$ cat src/rtl/axil_ram.sv
// AXI4-Lite single-port RAM with byte strobes and optional extra read-data register stage.
// Write and read channels are independent; same-edge read/write of one word returns old data.
module axil_ram #(
    parameter int DATA_WIDTH      = 32,
    parameter int ADDR_WIDTH      = 5,
    parameter int STRB_WIDTH      = DATA_WIDTH / 8,
    parameter int PIPELINE_OUTPUT = 0
) (
    input  logic                  clk,
    input  logic                  rst,

    input  logic [ADDR_WIDTH-1:0] s_axil_awaddr,
    input  logic [2:0]            s_axil_awprot,
    input  logic                  s_axil_awvalid,
    output logic                  s_axil_awready,
    input  logic [DATA_WIDTH-1:0] s_axil_wdata,
    input  logic [STRB_WIDTH-1:0] s_axil_wstrb,
    input  logic                  s_axil_wvalid,
    output logic                  s_axil_wready,
    output logic [1:0]            s_axil_bresp,
    output logic                  s_axil_bvalid,
    input  logic                  s_axil_bready,

    input  logic [ADDR_WIDTH-1:0] s_axil_araddr,
    input  logic [2:0]            s_axil_arprot,
    input  logic                  s_axil_arvalid,
    output logic                  s_axil_arready,
    output logic [DATA_WIDTH-1:0] s_axil_rdata,
    output logic [1:0]            s_axil_rresp,
    output logic                  s_axil_rvalid,
    input  logic                  s_axil_rready
);

    localparam int WordLsb  = $clog2(STRB_WIDTH);
    localparam int IdxWidth = ADDR_WIDTH - WordLsb;
    localparam int Words    = 2 ** IdxWidth;

    logic [DATA_WIDTH-1:0] mem [Words];

    logic                  aw_fire;
    logic                  ar_fire;
    logic                  bvalid_q;
    logic                  rvalid_q;
    logic [DATA_WIDTH-1:0] rdata_q;
    logic [IdxWidth-1:0]   aw_idx;
    logic [IdxWidth-1:0]   ar_idx;

    assign aw_idx = s_axil_awaddr[ADDR_WIDTH-1:WordLsb];
    assign ar_idx = s_axil_araddr[ADDR_WIDTH-1:WordLsb];

    // AW and W are only ever accepted together; gating with rst keeps readies low in reset.
    assign s_axil_awready = rst & s_axil_awvalid & s_axil_wvalid & (!bvalid_q | s_axil_bready);
    assign s_axil_wready  = s_axil_awready;
    assign aw_fire        = s_axil_awready;
    assign ar_fire        = s_axil_arready;

    assign s_axil_bvalid = bvalid_q;
    assign s_axil_bresp  = 2'b00;
    assign s_axil_rvalid = rvalid_q;
    assign s_axil_rdata  = rdata_q;
    assign s_axil_rresp  = 2'b00;

    // Memory is deliberately not reset so contents survive a mid-run reset.
    always_ff @(posedge clk) begin
        if (aw_fire) begin
            for (int i = 0; i < STRB_WIDTH; i++) begin
                if (s_axil_wstrb[i]) begin
                    mem[aw_idx][8*i +: 8] <= s_axil_wdata[8*i +: 8];
                end
            end
        end
    end

    always_ff @(posedge clk or negedge rst) begin
        if (!rst) begin
            bvalid_q <= 1'b0;
        end else if (aw_fire) begin
            bvalid_q <= 1'b1;
        end else if (s_axil_bready) begin
            bvalid_q <= 1'b0;
        end
    end

    if (PIPELINE_OUTPUT != 0) begin : g_pipe
        logic                  s1_valid_q;
        logic [DATA_WIDTH-1:0] s1_data_q;
        logic                  out_ready;

        assign out_ready      = !rvalid_q | s_axil_rready;
        assign s_axil_arready = rst & s_axil_arvalid & (!s1_valid_q | out_ready);

        always_ff @(posedge clk or negedge rst) begin
            if (!rst) begin
                s1_valid_q <= 1'b0;
                s1_data_q  <= '0;
                rvalid_q   <= 1'b0;
                rdata_q    <= '0;
            end else begin
                if (out_ready) begin
                    rvalid_q <= s1_valid_q;
                    if (s1_valid_q) begin
                        rdata_q <= s1_data_q;
                    end
                end
                if (ar_fire) begin
                    s1_valid_q <= 1'b1;
                    s1_data_q  <= mem[ar_idx];
                end else if (out_ready) begin
                    s1_valid_q <= 1'b0;
                end
            end
        end
    end else begin : g_direct
        assign s_axil_arready = rst & s_axil_arvalid & (!rvalid_q | s_axil_rready);

        always_ff @(posedge clk or negedge rst) begin
            if (!rst) begin
                rvalid_q <= 1'b0;
                rdata_q  <= '0;
            end else if (ar_fire) begin
                rvalid_q <= 1'b1;
                rdata_q  <= mem[ar_idx];
            end else if (s_axil_rready) begin
                rvalid_q <= 1'b0;
            end
        end
    end

    logic unused_prot;
    assign unused_prot = ^{s_axil_awprot, s_axil_arprot};

    if (WordLsb > 0) begin : g_lsb
        logic unused_lsb;
        assign unused_lsb = ^{s_axil_awaddr[WordLsb-1:0], s_axil_araddr[WordLsb-1:0]};
    end

endmodule

$ cat config.mk
export PLATFORM = sky130hd
export DESIGN_NAME = axil_ram
export DESIGN_NICKNAME = d
export VERILOG_FILES = /design/src/rtl/axil_ram.sv
export SDC_FILE = /design/constraint.sdc
export NUM_CORES = 1
export LEC_CHECK = 0
export CAP_MARGIN = 20
export CORE_ASPECT_RATIO = 0.8
export CORE_MARGIN = 5
export CORE_UTILIZATION = 46
export DETAILED_ROUTE_END_ITERATION = 10
export GPL_TIMING_DRIVEN = 1
export MAX_ROUTING_LAYER = met4
export PLACE_DENSITY = 0.68
export SLEW_MARGIN = 20
export SYNTH_ARGS = -nofsm -noshare
export SYNTH_HDL_FRONTEND = slang
export SYNTH_SLANG_ARGS = --single-unit
$ cat constraint.sdc
create_clock -name clk -period 1.4 [get_ports clk]
set_clock_uncertainty 0.05 [all_clocks]
set_input_delay 0.21 -clock clk [delete_from_list [all_inputs] [get_ports clk]]
set_output_delay 0.21 -clock clk [all_outputs]
set_load 0.05 [all_outputs]
; ---- Yosys cells after proc, flatten, opt, wreduce, memory -nomap -nowiden
; Memories as Yosys holds them, arrays and structs flattened. A register that Yosys moved wholly into a read port is not among the register bits.
; Cells that the tools add are included.
[classes]
reduce_logical = 5
n_eq_ne = 0
muxes = 16
order_cmp = 0
multipliers = 0
shift = 0
n_bitwise = 7
div = 0
n_addsub = 0
[op_table]
columns = cell, count
row1 = $mux W1, 16
row2 = $and A1 B1 Y1, 5
row3 = $reduce_bool A2 Y1, 2
row4 = $logic_not A1 Y1, 3
row5 = $or A1 B1 Y1, 2
[word_totals]
word_cells = 31
memories = 1
reg_bits = 2
mem_bits_ro = 0
mem_bits_rw = 256
latch_bits = 0
[mem_list]
columns = memory, depth, width, read_ports, rd_clocked_by_memory_dff, wr, line_no
row1 = mem, 8, 32, 1, 1, 1, 38  ; logic [DATA_WIDTH-1:0] mem [Words];

; ---- Depth between registers and ports, before layout
; Gate-level depths: netlist of the first run.
[depth]
word_depth = 5
depth_mapped = 5

; ---- Worst setup path after synthesis of the first run
; No wires, ideal clock.
[synth_timing]
path_type = reg-to-output
startpoint = register rvalid_q, in the netlist s_axil_rvalid
endpoint = output s_axil_arready
stages_incl_launch_ff = 6
arrival_ps = 1641
path_slack_ps = -501
path_cell_list = dfrtp_1 > nor2b_1 > or2_1 > clkbuf_1 > buf_2 > inv_1
[synth_via]
elab_chain_cells = 3
[synth_lines]
columns = element, line_no
row1 = start: declaration, 43  ; logic rvalid_q;
row2 = start signal: assignment, 118  ; rvalid_q <= 1'b0;
row3 = start signal: assignment, 121  ; rvalid_q <= 1'b1;
row4 = start signal: assignment, 124  ; rvalid_q <= 1'b0;
row5 = $logic_not A1 Y1, 114  ; assign s_axil_arready = rst & s_axil_arvalid & (!rvalid_q | s_axil_rready);
row6 = $or A1 B1 Y1, 114
row7 = $and A1 B1 Y1, 114
row8 = end: declaration, 27  ; output logic s_axil_arready,
; Every way passes these cells.

; ---- Worst setup path after layout of the first run
; Ends and elaborated chain as after synthesis.

==> impl_metrics.tcl, run 1 <==
set metrics [dict create \
    coreArea_sq_um 24300 \
    hold_end "s_axil_bvalid" \
    layout.nets 860 \
    worst_slack_ns -0.400 \
    worstReg2RegStart "s_axil_rvalid" \
    power_frac_seq 0.470 \
    tightest_slew_ns 0.804 \
    holdCritStartpoint "rst" \
    die_area_sq_um 28000 \
    power-per-cell-area_nw_per_um2 1350 \
    die-height_microns 151 \
    layout.cells.most_common "edfxtp_1" \
    top_level_ports 100 \
    slew_limit_fails 0 \
    clock_sinks 290 \
    fmaxAchievable_ghz 0.555 \
    grt.overflow.total 0 \
    numCtsBuffers 29 \
    number_of_antenna_cells_inserted 0 \
    yosys.cell_types.count 26 \
    holdCritPathClass "input port to flop" \
    synthesis.area_sq_um 11400 \
    finalCritPeriodShare 1.29 \
    drt_pass1_iterations 5 \
    antenna_found_initial 0 \
    fin_util 0.638 \
    data_required_time_at_the_worst_endpoint_ns 1.14 \
    clkLatencyLatePin_ns 0.53 \
    grt_start_max_net_pins 34 \
    drt_iter0_drc 646 \
    cts_max_level 1 \
    worstHoldPathCells 4 \
    root_buffer_selected_by_cts "clkbuf_16" \
    comb_power_share 0.146 \
    p_leak_nw 5.37 \
    timing.reg2reg.setup_slack_ns -0.27 \
    start_util 0.468 \
    setup_crit_path_kind "flop to primary output" \
    layout_min_cycle_time_ns 1.80 \
    num_vias 6462 \
    max_cap_viol_count 0 \
    worstSetupStartpoint "s_axil_rvalid" \
    post_dr_vias_cell 5.66 \
    layout_common_cells "edfxtp_1 (256), buf_12 (72), mux2i_1 (64), mux2_2 (64), clkdlybuf4s50_1 (46)" \
    worst_ep_arrival_time_ns 1.54 \
    synthesis.yosys.warnings 0 \
    path_clk_slew_ns 0.06 \
    ant_nets 0 \
    finalSetupViolCount 293 \
    timing.reg2reg.worst_path_depth 6 \
    number_of_global_route_vias_before_repair 6842 \
    detailed_place_hpwl_microns 16800 \
    number_of_hold_violations_in_the_final_report 0 \
    seq_area_frac_synth 0.751 \
    power.net_switching_w 0.00494 \
    postSynthRegisterBits 290 \
    whs_ns 0.0851 \
    rsz0062_at_grt "true" \
    grt_first_pass_wirelength_microns 40200 \
    post_synth.cell_area_avg_sq_um 17.5 \
    totalWireLength_microns 27100 \
    detail_route.drc_violations 0 \
    fp-row-count 51 \
    syn_inst 648 \
    routedWlPerCell_microns 23.7 \
    post_route_cells_drive_above_1_share 0.363 \
    gp_congestion 0.827 \
    area_growth_syn_to_layout_pct 36.5 \
    fin_setup_tns_ns -28.84 \
    ctsLongestPathBuffers 3 \
    port-buffer-count 85 \
    switching_share 0.236 \
    timing.critical_path.from_type "flop" \
    vdd_ir_drop_max_mv 0.965 \
    groute.usage.overall 0.194 \
    slew-limit-headroom 0.462 \
    run_status "complete, but fails checks" \
    tritoncts_clock_tree "yes" \
    crit_fanout 2 \
    cellInternalPower_w 0.0160 \
    crit-reg2reg-capture "s_axil_rdata[14]" \
    dieWidth_microns 186 \
    endpoint_kind "primary output" \
    failed_checks "setup timing" \
    p_clk_frac 0.383 \
]
critical path, stage by stage (launching register included):
cell and delay [ns]:
dfrtp_2 0.40, nor2b_4 0.13, or2_4 0.27, inv_2 0.08, buf_12 0.13
worst max-delay path by stage:
stage,endpoint,cells past startpoint
detailed placement,mem[4][28],3
CTS,s_axil_arready,4
finish,s_axil_arready,4
floorplan,s_axil_arready,5
global placement,mem[4][25],3
global route,s_axil_arready,4
cells by family after synthesis:
family / after synthesis / synth area share
other: 1 / 0.000330
multiplexers: 128 / 0.120
AND/OR/NAND/NOR: 58 / 0.0237
flip-flops: 290 / 0.751
buffers and inverters: 43 / 0.0275
AO/OA/AOI/OAI: 128 / 0.0775
final cells by class:
cell class | instances | area, sq um
clock buffer | 39 | 803
fill | 1624 | 8800
inverter | 1 | 3.75
sequential | 290 | 8540
timing repair buffer | 161 | 2310
tap | 318 | 398
clock inverter | 14 | 195
multi-input combinational | 318 | 3260
power groups by stage:
stage               Sequential [W]  Combinational [W]  Clock [W]
floorplan                   0.0105           0.000723          0
global placement            0.0100            0.00259          0
detailed placement          0.0100            0.00263          0
CTS                        0.00985            0.00281    0.00815
global route               0.00987            0.00319    0.00853
finish                     0.00985            0.00307    0.00802
repair_timing:
| item | in CTS | in global routing |
|---|---|---|
| cloned | 0 | 2 |
| setup buffers | 18 | 9 |
| pin swaps | 14 | 30 |
| endpoints found under the hold margin | 34 | 0 |
| resized for setup | 46 | 41 |
| setup endpoints to repair | 292 | 311 |
| hold buffers | 3 | 0 |
sequential cells by signal, summed over array words and instances, names as in the netlist:
name and count:
s_axil_bvalid 1, s_axil_rvalid 1, mem 256, s_axil_rdata 32
stage by stage:
stage | instance area [sq um] | std cells | power, W | setup slack (ns)
final | 15500 | 1141 | 0.0209 | -0.400
after global routing | 15500 | 1141 | 0.0216 | -0.449
after CTS | 15100 | 1130 | 0.0208 | -0.459
after detailed placement | 13500 | 1056 | 0.0127 | -0.740
after global placement | 13500 | 1056 | 0.0126 | -0.700
after floorplan | 11700 | 651 | 0.0112 | -0.314
synthesized netlist by cell type (all sizes together):
cell / count / area share
edfxtp: 256 / 0.68
mux2: 64 / 0.063
mux2i: 64 / 0.056
dfrtp: 34 / 0.075
nor2: 34 / 0.011
a22o: 32 / 0.025
o21ai: 32 / 0.014
o22ai: 32 / 0.018
o31ai: 32 / 0.021
buf: 22 / 0.021
clkbuf: 20 / 0.0066
nand3: 6 / 0.0026
nand2: 4 / 0.0013
nand2b: 3 / 0.0017
nand3b: 3 / 0.0020
nor2b: 2 / 0.0011
or3b: 2 / 0.0015
and2: 1 / 0.00055
and3: 1 / 0.00055
conb: 1 / 0.00033
inv: 1 / 0.00033
or2: 1 / 0.00055
or3: 1 / 0.00055
layer usage:
metal  part of all wire  GRT usage  vias to the layer above
li1                   -          -                     2882
met1               0.44      0.271                     3307
met2               0.49      0.302                      234
met3              0.056     0.0290                       39
met4              0.017     0.0550                        0
met5                  0          -                        -
Power figures use the tool's default switching activity.
==> run 2: changes to the inputs <==
REMOVE_ABC_BUFFERS = 1   (was not set)
==> impl_metrics.tcl, run 2 (synthesis gave the netlist of run 1 again) <==
set metrics [dict create \
    detail_route.drc_violations 0 \
    setup_crit_path_kind "flop to primary output" \
    vdd_ir_drop_max_mv 0.806 \
    fin_setup_tns_ns -25.51 \
    detailed_place_hpwl_microns 17000 \
    port-buffer-count 85 \
    finalCritPeriodShare 1.28 \
    ctsLongestPathBuffers 3 \
    multi_input_comb_area_sq_um 3300 \
    start_util 0.468 \
    cp_cell_sequence "nor2b_4, or2_4, inv_2, buf_12" \
    layout.cells.most_common "edfxtp_1" \
    slew_limit_fails 0 \
    clock_sinks 290 \
    holdCritPathClass "input port to flop" \
    postPlaceCellArea_sq_um 13400 \
    timing.critical_path.from_type "flop" \
    critPathCapture "s_axil_arready" \
    slowest_stage "dfrtp_1" \
    fmaxAchievable_ghz 0.559 \
    grt.overflow.total 0 \
    largest_register "mem" \
    groute.usage.overall 0.201 \
    gp_congestion 0.835 \
    timing.reg2reg.setup_slack_ns -0.25 \
    ant_nets 0 \
    layout.nets 866 \
    worst_slack_ns -0.389 \
    worst_ep_arrival_time_ns 1.53 \
    grt_first_pass_wirelength_microns 41200 \
    holdCritStartpoint "s_axil_awvalid" \
    timing.reg2reg.worst_path_depth 6 \
    post_dr_vias_cell 5.74 \
    whs_ns 0.224 \
    num_vias 6576 \
    crit_fanout 2 \
    crit-reg2reg-capture "s_axil_rdata[2]" \
    top_level_ports 100 \
    path_buf_inv 2 \
    fp-row-count 51 \
    path_clk_slew_ns 0.07 \
    layout_min_cycle_time_ns 1.79 \
    drt_pass1_iterations 5 \
    run_status "complete, but fails checks" \
    drt_iter0_drc 652 \
    area_growth_syn_to_layout_pct 35.6 \
    number_of_global_route_vias_before_repair 6940 \
    totalWireLength_microns 28100 \
    tritoncts_clock_tree "yes" \
    number_of_cells_in_the_finished_layout_apart_from_fillers 1146 \
    power-per-cell-area_nw_per_um2 1310 \
    worstReg2RegStart "s_axil_rvalid" \
    cpLargestDelayFamily "simple AND/OR/NAND/NOR gates" \
    data_required_time_at_the_worst_endpoint_ns 1.14 \
    rsz0062_at_grt "true" \
    largest_register_ffs 256 \
    routedWlPerCell_microns 24.5 \
    fin_area_sq_um 15400 \
    number_of_hold_violations_in_the_final_report 0 \
    antenna_found_initial 1 \
    max_cap_viol_count 0 \
    endpoint_kind "primary output" \
    filler_cell_count 1604 \
    cts_max_level 1 \
    worstSetupStartpoint "s_axil_rvalid" \
    root_buffer_selected_by_cts "clkbuf_16" \
    coreArea_sq_um 24300 \
    layout_common_cells "edfxtp_1 (256), mux2i_1 (64), mux2_2 (64)" \
    numCtsBuffers 27 \
    register_area_sq_um 8540 \
    number_of_placed_instances_with_taps_included 1082 \
    p_leak_nw 5.33 \
    dieWidth_microns 186 \
    finalSetupViolCount 293 \
    report.power.total_w 0.0202 \
    die-height_microns 151 \
    slowest_delay_ns 0.38 \
    post_route_cells_drive_above_1_share 0.370 \
    clkLatencyLatePin_ns 0.53 \
    grt_start_max_net_pins 34 \
    die_area_sq_um 28000 \
    crit_cells 4 \
    failed_checks "setup timing" \
]
[run 2: worst min path at each step]
stage | to | slack [ns] | depth (start not counted)
finish | s_axil_bvalid | 0.22 | 3
floorplan | s_axil_bvalid | -0.14 | 0
global placement | s_axil_rdata[4] | 0.27 | 2
CTS | s_axil_bvalid | 0.20 | 3
global route | s_axil_bvalid | 0.24 | 3
detailed placement | s_axil_rdata[0] | 0.27 | 2
[run 2: timing repair]
| item | in CTS | in global routing |
|---|---|---|
| setup endpoints to repair | 293 | 300 |
| gates cloned | 1 | 1 |
| hold endpoints to repair | 34 | 0 |
| resized for setup | 196 | 28 |
| hold buffers | 1 | 0 |
| setup buffers | 9 | 8 |
| pin swaps | 35 | 18 |
[run 2: routing by layer]
metal  part of all wire  track usage
met5                  0            -
met1               0.42        0.282
met4              0.024       0.0448
met2               0.49        0.316
met3              0.068       0.0297
[run 2: report_power, final]
| part | leakage [nW] | switching (W) | internal, W | total (W) |
|---|---|---|---|---|
| registers | 2.72 | 0.000207 | 0.00964 | 0.00984 |
| clock network | 0.425 | 0.00303 | 0.00426 | 0.00729 |
| logic | 2.19 | 0.00165 | 0.00142 | 0.00308 |
[run 2: worst register-to-register path, delay by kind of cell (launching register included)]
family | cells | cell delay (ns)
buf+inv | 3 | 0.48
flops | 1 | 0.38
compound gates | 1 | 0.24
simple gates | 2 | 0.41
[run 2: stage by stage]
stage | util | setup slack (ns)
final | 0.634 | -0.389
after global routing | 0.634 | -0.447
after CTS | 0.625 | -0.405
after detailed placement | 0.549 | -0.609
after global placement | 0.549 | -0.574
after floorplan | - | -1.50
[run 2: area by class of cell]
type                       count  share of cell area
inverter                       1            0.000243
multi-input combinational    318               0.214
clock buffer                  36              0.0480
tap                          318              0.0258
sequential                   290               0.554
clock inverter                13             0.00958
timing repair buffer         169               0.148
antenna                        1            0.000162
